--- src/rtl/mem_dump_tx.sv ---
// mem_dump_tx: reads a range of 16-bit words from memory and streams them to a
// UART transmitter, high byte first. It can optionally append the 0x7f,0xff
// terminator so that a peer running the program-loader protocol can accept the
// stream. The block owns the memory read port while busy is high.
//
//   state       | meaning
//   ------------+----------------------------------------------------------
//   S_IDLE      | waiting for start; clears busy one cycle after done
//   S_RD        | rd_mem high, mem_addr = current word address
//   S_LATCH     | capture rd_data into the word register, flag 0x7fff words
//   S_HI        | wait for tx_ready, then send word[15:8]
//   S_HI_GAP    | skip one cycle while the UART drops tx_ready
//   S_LO        | wait for tx_ready, then send word[7:0]
//   S_LO_GAP    | advance address/count, choose next word or terminator
//   S_TERM_HI   | wait for tx_ready, then send 0x7f
//   S_TERM_GAP  | skip one cycle while the UART drops tx_ready
//   S_TERM_LO   | wait for tx_ready, then send 0xff
//   S_TERM_GAP2 | skip one cycle before finishing
//   S_DONE      | raise the one-cycle done pulse
module mem_dump_tx #(
  parameter int ADDR_W    = 10,
  parameter int CNT_W     = 10,
  parameter bit SEND_TERM = 1'b1
) (
  input  logic              clk,
  input  logic              rst_n,
  input  logic              start,
  input  logic [ADDR_W-1:0] start_addr,
  input  logic [CNT_W-1:0]  word_count,
  output logic [ADDR_W-1:0] mem_addr,
  output logic              rd_mem,
  input  logic [15:0]       rd_data,
  output logic [7:0]        tx_data,
  output logic              tx_wr,
  input  logic              tx_ready,
  output logic              busy,
  output logic              done,
  output logic              term_clash
);

  typedef enum logic [3:0] {
    S_IDLE,
    S_RD,
    S_LATCH,
    S_HI,
    S_HI_GAP,
    S_LO,
    S_LO_GAP,
    S_TERM_HI,
    S_TERM_GAP,
    S_TERM_LO,
    S_TERM_GAP2,
    S_DONE
  } state_t;

  state_t              r_state;
  logic [ADDR_W-1:0]   r_addr;
  logic [CNT_W-1:0]    r_remaining;
  logic [15:0]         r_word;
  logic [ADDR_W-1:0]   r_mem_addr;
  logic                r_rd_mem;
  logic [7:0]          r_tx_data;
  logic                r_tx_wr;
  logic                r_busy;
  logic                r_done;
  logic                r_term_clash;

  logic [ADDR_W-1:0]   w_start_even;
  logic [ADDR_W-1:0]   w_next_addr;

  // Words are always fetched from even byte addresses; the increment wraps silently.
  assign w_start_even = start_addr & ~ADDR_W'(1);
  assign w_next_addr  = r_addr + ADDR_W'(2);

  assign mem_addr   = r_mem_addr;
  assign rd_mem     = r_rd_mem;
  assign tx_data    = r_tx_data;
  assign tx_wr      = r_tx_wr;
  assign busy       = r_busy;
  assign done       = r_done;
  assign term_clash = r_term_clash;

  // Sequencer: all outputs are registered, so rd_mem/mem_addr are loaded on
  // the transition into S_RD and tx_wr is high during the following gap state.
  always_ff @(posedge clk) begin
    if (!rst_n) begin
      r_state      <= S_IDLE;
      r_addr       <= '0;
      r_remaining  <= '0;
      r_word       <= '0;
      r_mem_addr   <= '0;
      r_rd_mem     <= 1'b0;
      r_tx_data    <= '0;
      r_tx_wr      <= 1'b0;
      r_busy       <= 1'b0;
      r_done       <= 1'b0;
      r_term_clash <= 1'b0;
    end else begin
      r_rd_mem <= 1'b0;
      r_tx_wr  <= 1'b0;
      r_done   <= 1'b0;
      case (r_state)
        S_IDLE: begin
          // busy stays up through the cycle that shows done, then drops
          r_busy <= 1'b0;
          if (start) begin
            r_busy       <= 1'b1;
            r_addr       <= w_start_even;
            r_remaining  <= word_count;
            r_term_clash <= 1'b0;
            if (word_count != '0) begin
              r_state    <= S_RD;
              r_rd_mem   <= 1'b1;
              r_mem_addr <= w_start_even;
            end else if (SEND_TERM) begin
              r_state <= S_TERM_HI;
            end else begin
              r_state <= S_DONE;
            end
          end
        end
        S_RD: r_state <= S_LATCH;
        S_LATCH: begin
          r_word <= rd_data;
          if (rd_data == 16'h7fff) r_term_clash <= 1'b1;
          r_state <= S_HI;
        end
        S_HI: begin
          if (tx_ready) begin
            r_tx_data <= r_word[15:8];
            r_tx_wr   <= 1'b1;
            r_state   <= S_HI_GAP;
          end
        end
        S_HI_GAP: r_state <= S_LO;
        S_LO: begin
          if (tx_ready) begin
            r_tx_data <= r_word[7:0];
            r_tx_wr   <= 1'b1;
            r_state   <= S_LO_GAP;
          end
        end
        S_LO_GAP: begin
          r_addr      <= w_next_addr;
          r_remaining <= r_remaining - CNT_W'(1);
          if (r_remaining == CNT_W'(1)) begin
            if (SEND_TERM) r_state <= S_TERM_HI;
            else           r_state <= S_DONE;
          end else begin
            r_state    <= S_RD;
            r_rd_mem   <= 1'b1;
            r_mem_addr <= w_next_addr;
          end
        end
        S_TERM_HI: begin
          if (tx_ready) begin
            r_tx_data <= 8'h7f;
            r_tx_wr   <= 1'b1;
            r_state   <= S_TERM_GAP;
          end
        end
        S_TERM_GAP: r_state <= S_TERM_LO;
        S_TERM_LO: begin
          if (tx_ready) begin
            r_tx_data <= 8'hff;
            r_tx_wr   <= 1'b1;
            r_state   <= S_TERM_GAP2;
          end
        end
        S_TERM_GAP2: r_state <= S_DONE;
        S_DONE: begin
          r_done  <= 1'b1;
          r_state <= S_IDLE;
        end
        default: r_state <= S_IDLE;
      endcase
    end
  end

endmodule

--- config.mk ---
export PLATFORM = sky130hd
export DESIGN_NAME = mem_dump_tx
export DESIGN_NICKNAME = d
export VERILOG_FILES = /design/src/rtl/mem_dump_tx.sv
export SDC_FILE = /design/constraint.sdc
export NUM_CORES = 1
export LEC_CHECK = 0
export CAP_MARGIN = 20
export CORE_AREA = 2 2 86 88
export CTS_CLUSTER_SIZE = 30
export DETAILED_ROUTE_END_ITERATION = 10
export DIE_AREA = 0 0 88 90
export GPL_ROUTABILITY_DRIVEN = 0
export PLACE_DENSITY = 0.7
export SLEW_MARGIN = 20
export SYNTH_ARGS = -nofsm -noshare
export SYNTH_HDL_FRONTEND = slang
export SYNTH_SLANG_ARGS = --single-unit
--- constraint.sdc ---
create_clock -name clk -period 3.82 [get_ports clk]
set_clock_uncertainty 0.15 [all_clocks]
set_input_delay 0.764 -clock clk [delete_from_list [all_inputs] [get_ports clk]]
set_output_delay 0.764 -clock clk [all_outputs]
set_load 0.1 [all_outputs]
==> results of run 1 <==
## registers in the layout, indices dropped and copies added, names as in the netlist
name / flops
r_word: 16
rd_mem: 1
busy: 1
term_clash: 1
r_remaining: 10
r_state: 4
tx_data: 8
mem_addr: 10
done: 1
r_addr: 10
tx_wr: 1
## cells by family after synthesis
kind of cell | count (synthesis)
and+or+nand+nor | 160
AOI/OAI and AO/OA | 97
DFF | 63
buffers and inverters | 27
xor gates and xnor gates | 11
muxes | 3
adders and majority gates | 3
## layout by cell type (no fill, tap or decap), types with 4 or more instances in the layout
cell type / instances
sky130_fd_sc_hd__nor3b_1: 5
sky130_fd_sc_hd__nand4_1: 5
sky130_fd_sc_hd__dfxtp_1: 63
sky130_fd_sc_hd__and2_1: 4
sky130_fd_sc_hd__buf_4: 5
sky130_fd_sc_hd__clkbuf_8: 12
sky130_fd_sc_hd__nor3_1: 8
sky130_fd_sc_hd__a211oi_2: 7
sky130_fd_sc_hd__a211o_1: 6
sky130_fd_sc_hd__a211oi_1: 4
sky130_fd_sc_hd__nand3_1: 11
sky130_fd_sc_hd__nand2_1: 60
sky130_fd_sc_hd__xor2_1: 5
sky130_fd_sc_hd__nor3b_2: 4
sky130_fd_sc_hd__clkdlybuf4s50_1: 61
sky130_fd_sc_hd__o21ai_0: 12
sky130_fd_sc_hd__xnor2_1: 6
sky130_fd_sc_hd__a21oi_1: 41
sky130_fd_sc_hd__nor2_1: 40
## how the worst min path moves through the flow
stage                             end  slack [ns]
3_3_place_gp   r_addr[0]$_SDFFE_PN0P_        0.28
4_1_cts        r_addr[0]$_SDFFE_PN0P_        0.30
3_5_place_dp   r_addr[0]$_SDFFE_PN0P_        0.29
6_report       r_addr[0]$_SDFFE_PN0P_        0.30
5_1_grt        r_addr[0]$_SDFFE_PN0P_        0.32
2_1_floorplan  r_addr[0]$_SDFFE_PN0P_        0.27
## routing by layer
metal | global-route usage (%) | vias up | share of wire [%]
li1 | - | 1410 | -
met1 | 24.5 | 1306 | 45
met2 | 33.7 | 61 | 50
met3 | 5.79 | 7 | 4.2
met4 | 5.26 | 0 | 0.90
met5 | 0 | - | 0
## layout make-up
class / count / area, um2 / area share, %
clock buffers: 14 / 173 / 4.42
clock inverters: 2 / 37.5 / 0.961
inverters: 5 / 18.8 / 0.480
multi-input cells: 274 / 1640 / 42.1
flip-flops and latches: 63 / 1260 / 32.3
well taps: 99 / 124 / 3.17
repair buffers: 66 / 648 / 16.6
## report_power, final
group          total [mW]  internal, mW  leakage, nW  switching [mW]
Sequential          0.800         0.726        0.514          0.0739
Clock               0.611         0.356        0.103           0.256
Combinational       0.540         0.186        0.763           0.354
Total                1.95          1.27         1.38           0.683
==> flow_summary.rst, run 1 <==
.. list-table::
   :header-rows: 1

   * - Metric
     - Value
   * - Slew at the pin with the worst max-slew slack
     - around 1 ns
   * - Sequential element share of the synthesized area
     - 41.6%
   * - Complex-gate fraction of the synthesized area
     - 22.5%
   * - Post-Layout Inst Area
     - 0.00391 mm2
   * - Most common cell in the synthesized netlist
     - sky130_fd_sc_hd__dfxtp_1
   * - Initial core utilization
     - 43.2%
   * - Total Nets Final
     - 462
   * - Clock buffers created by TritonCTS
     - 9
   * - Total GRT Usage
     - 20.0%
   * - Mean instance size in the synthesized netlist
     - between 8 and 9 um2
   * - Via count
     - 2,784
   * - Slowest-stage cell, CP
     - sky130_fd_sc_hd__clkdlybuf4s50_1
   * - Worst-path maximum fanout
     - 2
   * - Number of design-rule violations left by the first detailed-router iteration
     - 123
   * - Remaining antenna violation count after routing
     - 0
   * - Routed wire length per instance
     - 14.6 um
   * - Pin count of the biggest net entering global routing
     - 23
   * - Worst flop-to-flop path endpoint
     - mem_addr[1]$_SDFFE_PN0P_
   * - Vias in the first global route
     - 2,683
   * - Basic-gate share of the synthesized area counting and, or, nand and nor cells
     - 26.3%
   * - Termination of the worst setup path
     - mem_addr[0]
   * - Final Cycle Share
     - 72.7%
   * - Number of cells traversed by the worst register-to-register path
     - 5
   * - Count of port buffers added during placement
     - 61
   * - Worst stage delay on the critical path
     - 1.15 ns
   * - Cell at the root of the clock tree
     - sky130_fd_sc_hd__clkbuf_8
   * - Combinational family with the most area after synthesis
     - simple AND/OR/NAND/NOR gates
   * - Pwr dens
     - roughly 500 mW/mm2
   * - Routed via count divided by cell count
     - 5.32
   * - Setup TNS
     - 0 ns
   * - Horizontal extent of the die
     - 88 um
   * - Worst VDD drop
     - 270 uV
   * - Total routed wirelength
     - 7640 um
   * - Count of flip-flops with a built-in enable after synthesis
     - 0
   * - Power consumption
     - 1.95 mW
   * - Post-Route Hold Slack
     - a little under 0.3 ns
   * - Share of the synthesized area in the top cell type
     - 41.6%
   * - Gate count of the mapped netlist
     - 364
   * - Number of placed instances, taps included
     - between 500 and 600
   * - Setup Slack @ Placement
     - between 1 and 1.5 ns
   * - Share of cells above drive strength 1
     - under 10%
   * - Cts hold-fix bufs
     - 0
   * - TritonCTS clock tree
     - built
   * - Number of cell rows
     - 31
   * - Critical R2R Launch
     - r_state[1]$_SDFFE_PN0P_
   * - Number of buffers between clock root and the deepest sink
     - 2
   * - 1st-pass router iterations
     - 4
   * - Slew headroom
     - a little over a third
   * - Warnings, synthesis
     - 0
   * - Final setup violation count
     - 0
   * - Maximum level of the CTS H-tree
     - 3
   * - Hold Startpoint
     - r_addr[0]$_SDFFE_PN0P_
   * - Max Clock Freq
     - around 360 MHz
   * - Status
     - finished clean
   * - Share of flip-flops with an asynchronous set or reset after synthesis
     - 0%
   * - Post-detailed-placement cell area
     - 0.00370 mm2
   * - Total die area
     - 0.00792 mm2
   * - Ports
     - 63
   * - Data arrival at the endpoint of the critical path
     - 1.86 ns
   * - Top cell type by total area after synthesis
     - sky130_fd_sc_hd__dfxtp_1
   * - Syn-to-layout area delta
     - 28.8%
   * - List of cells traversed by the critical path
     - clkdlybuf4s50_1
   * - Reg-to-reg slack, setup
     - 1.46 ns
   * - Synth Net Count
     - 407
   * - LEAKAGE
     - 1.38 nW
   * - Launch point of the critical path
     - mem_addr[0]$_SDFFE_PN0P_
   * - Worst Setup Path Type
     - reg -> out
   * - Clock input transition at the sequential cells of the worst setup and hold paths
     - ~0.07 ns
   * - Min-Delay Path Depth
     - 2
   * - Fillers
     - 706
   * - Final slew viol count
     - 0
   * - Number of sinks driven by the clock tree
     - 63
   * - Logic depth of the worst path, buffers included
     - 1
   * - Critical Path Start Type
     - register
   * - Critical path buffer and inverter count
     - 1
   * - Core region area
     - 0.00702 mm2
   * - Height of the die
     - roughly 90 um
   * - Clock latency on the worst-skew pair
     - 0.35 ns
   * - Antenna violations before repair
     - 0
   * - Total count of hold-check failures in the final report
     - 0
   * - Gate family responsible for the most delay along the worst path
     - buffers and inverters
   * - RSZ-0062 raised after global routing
     - false
   * - Cell types occupying the most area after synthesis
     - sky130_fd_sc_hd__dfxtp_1 (42%), sky130_fd_sc_hd__nand2_1 (7.4%), sky130_fd_sc_hd__a21oi_1 (6.8%), sky130_fd_sc_hd__nor2_1 (5.0%), sky130_fd_sc_hd__a211oi_2 (2.9%)
   * - Worst path setup slack after routing
     - approximately 1.0 ns
   * - Antenna diodes
     - 0
   * - Class of the tightest hold or removal check
     - reg -> reg
   * - Most common library cells after synthesis
     - sky130_fd_sc_hd__dfxtp_1 (63), sky130_fd_sc_hd__nand2_1 (60), sky130_fd_sc_hd__a21oi_1 (41)
   * - Number of cells upsized or downsized after cts
     - 0
   * - Top FF cell, synth
     - sky130_fd_sc_hd__dfxtp_1
   * - Nature of the critical path endpoint
     - output port
   * - Buffers inserted by post-CTS timing repair
     - 0
   * - Share of synthesized cell area in full adder, half adder and majority cells
     - 1.24%
   * - Detailed placer's ending HPWL
     - 5250 um
   * - MaxCap Viol Count
     - 0
   * - Worst EP required
     - 2.91 ns
   * - DRC errors left
     - 0
   * - Final Util
     - a little under three fifths
   * - Multiplexer area fraction after synthesis
     - 0.991%
   * - Netlist area before placement
     - 0.00303 mm2
   * - Post-synthesis xor/xnor area fraction
     - 3.18%
   * - First-pass GRT wire length
     - about 13,000 um
   * - Remaining Overflow, GRT
     - 0
   * - Count of non-filler cells in the finished layout
     - 523
   * - Flops & latches, synth
     - 63
   * - Synth cell types
     - between 50 and 60
   * - Clock period minus final worst setup slack
     - 2.78 ns
No activity file was read; power rests on OpenSTA's default activity.
==> run 2, diff against run 1 <==
clock period = 2.7 ns   (was 3.82 ns; I/O delays follow)
==> flow_summary.rst, run 2 (same netlist as run 1, synthesis figures left out) <==
.. list-table::
   :header-rows: 1

   * - Metric
     - Value
   * - Reg-to-reg slack, setup
     - 0.64 ns (-0.82 ns)
   * - Number of sinks driven by the clock tree
     - 63 (unchanged)
   * - Setup TNS
     - 0 ns (unchanged)
   * - Remaining antenna violation count after routing
     - 0 (unchanged)
   * - Post-Layout Inst Area
     - 0.00386 mm2 (-1.1%)
   * - Class of the tightest hold or removal check
     - reg -> reg
   * - Clock latency on the worst-skew pair
     - 0.35 ns (about the same)
   * - Total count of hold-check failures in the final report
     - 0 (unchanged)
   * - Area taken by flip-flops and latches
     - 0.00126 mm2 (unchanged)
   * - Pwr dens
     - 705 mW/mm2 (+41%)
   * - Nature of the critical path endpoint
     - register
   * - Worst VDD drop
     - 471 uV (+75%)
   * - Status
     - finished clean
   * - Number of cell rows
     - 31 (unchanged)
   * - Total GRT Usage
     - 19.5% (-0.43 points)
   * - Pin count of the biggest net entering global routing
     - 38 (+65%)
   * - Number of placed instances, taps included
     - 511 (+0.79%)
   * - Most common cell after layout, fill and taps aside
     - sky130_fd_sc_hd__dfxtp_1
   * - Count of port buffers added during placement
     - 61 (unchanged)
   * - Cell at the root of the clock tree
     - sky130_fd_sc_hd__clkbuf_8
   * - Count of non-filler cells in the finished layout
     - 526 (+0.57%)
   * - Number of buffers between clock root and the deepest sink
     - 2 (unchanged)
   * - Clock period minus final worst setup slack
     - between 2 and 2.5 ns
   * - Final Util
     - 55.1% (-0.59 points)
   * - Slew headroom
     - 63.5% (+29 points)
   * - Slowest-stage cell, CP
     - sky130_fd_sc_hd__clkdlybuf4s50_1
   * - Register name with the most flops
     - r_word
   * - Worst-path maximum fanout
     - 7 (+5)
   * - Remaining Overflow, GRT
     - 0 (unchanged)
   * - Worst Setup Path Type
     - in -> reg
   * - Commonest cells after routing, fill and taps aside
     - sky130_fd_sc_hd__dfxtp_1 (63), sky130_fd_sc_hd__nand2_1 (60), sky130_fd_sc_hd__a21oi_1 (41)
   * - Horizontal extent of the die
     - 88 um (unchanged)
   * - MaxCap Viol Count
     - 0 (unchanged)
   * - Clock input transition at the sequential cells of the worst setup and hold paths
     - 0.07 ns (about the same)
   * - Final slew viol count
     - 0 (unchanged)
   * - Ports
     - 63 (unchanged)
   * - Syn-to-layout area delta
     - 27.5%
   * - Clock buffers created by TritonCTS
     - 9 (unchanged)
   * - Maximum level of the CTS H-tree
     - 3 (unchanged)
   * - Critical Path Start Type
     - input port
   * - Post-detailed-placement cell area
     - 0.00367 mm2 (-0.74%)
   * - Routed wire length per instance
     - 14.4 um (-1.2%)
   * - Number of design-rule violations left by the first detailed-router iteration
     - 107 (-13%)
   * - Worst stage delay on the critical path
     - 0.42 ns (-0.73 ns)
   * - Antenna diodes
     - 0 (unchanged)
   * - Core region area
     - 0.00702 mm2 (unchanged)
   * - Worst EP required
     - 2.78 ns (-0.13 ns)
   * - Area taken by multi-input logic gates
     - 0.00164 mm2 (unchanged)
   * - Buffers inserted by post-CTS timing repair
     - 0 (unchanged)
   * - Max Clock Freq
     - around 460 MHz
   * - Cts hold-fix bufs
     - 0 (unchanged)
   * - LEAKAGE
     - 1.44 nW (+4.7%)
   * - Via count
     - 2,831 (+1.7%)
   * - Total die area
     - 0.00792 mm2 (unchanged)
   * - Routed wire length on met2
     - 3660 um (-4.7%)
   * - Slew at the pin with the worst max-slew slack
     - 0.543 ns (-0.431 ns)
   * - Antenna violations before repair
     - 0 (unchanged)
   * - 1st-pass router iterations
     - 4 (unchanged)
   * - Height of the die
     - 90 um (unchanged)
   * - Post-Route Hold Slack
     - 0.296 ns (-0.00121 ns)
   * - Initial core utilization
     - 43.2% (unchanged)
   * - RSZ-0062 raised after global routing
     - false
   * - Vias in the first global route
     - 2,585 (-3.7%)
   * - Share of cells above drive strength 1
     - 15.5% (+6.5 points)
   * - Routed wl met3
     - 397 um (+24%)
   * - Final setup violation count
     - 0 (unchanged)
   * - Final Cycle Share
     - between 80% and 90%
   * - DRC errors left
     - 0 (unchanged)
   * - Routed via count divided by cell count
     - 5.38 (+1.1%)
   * - Uppermost metal layer occupied by signal nets
     - met4
   * - Detailed placer's ending HPWL
     - 5310 um (+1.2%)
   * - Data arrival at the endpoint of the critical path
     - 2.24 ns (+0.38 ns)
   * - Total Nets Final
     - 466 (+0.87%)
   * - Met1 wire length
     - 3360 um (-1.6%)
   * - TritonCTS clock tree
     - built
   * - First-pass GRT wire length
     - 12,200 um (-2.8%)
   * - List of cells traversed by the critical path
     - clkdlybuf4s50_1, nor4_1, nand3_1, o211a_2, o221a_1
   * - Max FFs per register
     - 16 (unchanged)
   * - Fillers
     - 661 (-6.4%)
   * - Total routed wirelength
     - 7600 um (-0.59%)
   * - Number of cells upsized or downsized after cts
     - 0 (unchanged)
-- run 2: cell count changes in the layout (fill, tap and decap cells not counted), sizes merged --
cell,before,now
buf,5,32
clkbuf,14,11
clkdlybuf4s50,61,38
clkinv,1,4
clkinvlp,1,0
-- run 2: worst paths after layout --
path	endpoint	startpoint	depth (start not counted)
min	r_addr[0]$_SDFFE_PN0P_	r_addr[0]$_SDFFE_PN0P_	2
max	mem_addr[1]$_SDFFE_PN0P_	word_count[7]	5
max reg2reg	mem_addr[2]$_SDFFE_PN0P_	r_state[0]$_SDFFE_PN0P_	5
min reg2reg	r_addr[0]$_SDFFE_PN0P_	r_addr[0]$_SDFFE_PN0P_	2
-- run 2: stage by stage --
step	power (mW)	setup WS (ns)
after floorplan	1.70	0.897
after global placement	1.91	0.215
after detailed placement	1.92	0.219
after CTS	2.74	0.569
after global routing	2.86	0.434
final	2.73	0.537
-- run 2: worst max-delay path: cells and delay by family --
family,cells,cell delay [ns]
AO/OA/AOI/OAI,2,0.62
AND/OR/NAND/NOR,2,0.65
buffers and inverters,1,0.42
-- run 2: layout make-up --
type / count / share of cell area [%]
multi-input combinational: 274 / 42.5
clock buffer: 11 / 3.92
sequential: 63 / 32.6
clock inverter: 4 / 1.17
tap: 99 / 3.20
timing repair buffer: 70 / 16.1
inverter: 5 / 0.486
-- run 2: power breakdown --
group	switching [mW]	total (mW)	internal, mW
clock	0.358	0.824	0.467
sequential	0.0890	1.12	1.03
combinational	0.521	0.785	0.265
-- run 2: per-layer routing --
layer  vias up  global-route usage, %
met2        76                   31.7
li1       1421                      -
met3        17                   4.96
met5         -                      0
met1      1317                   24.0
met4         0                   8.85
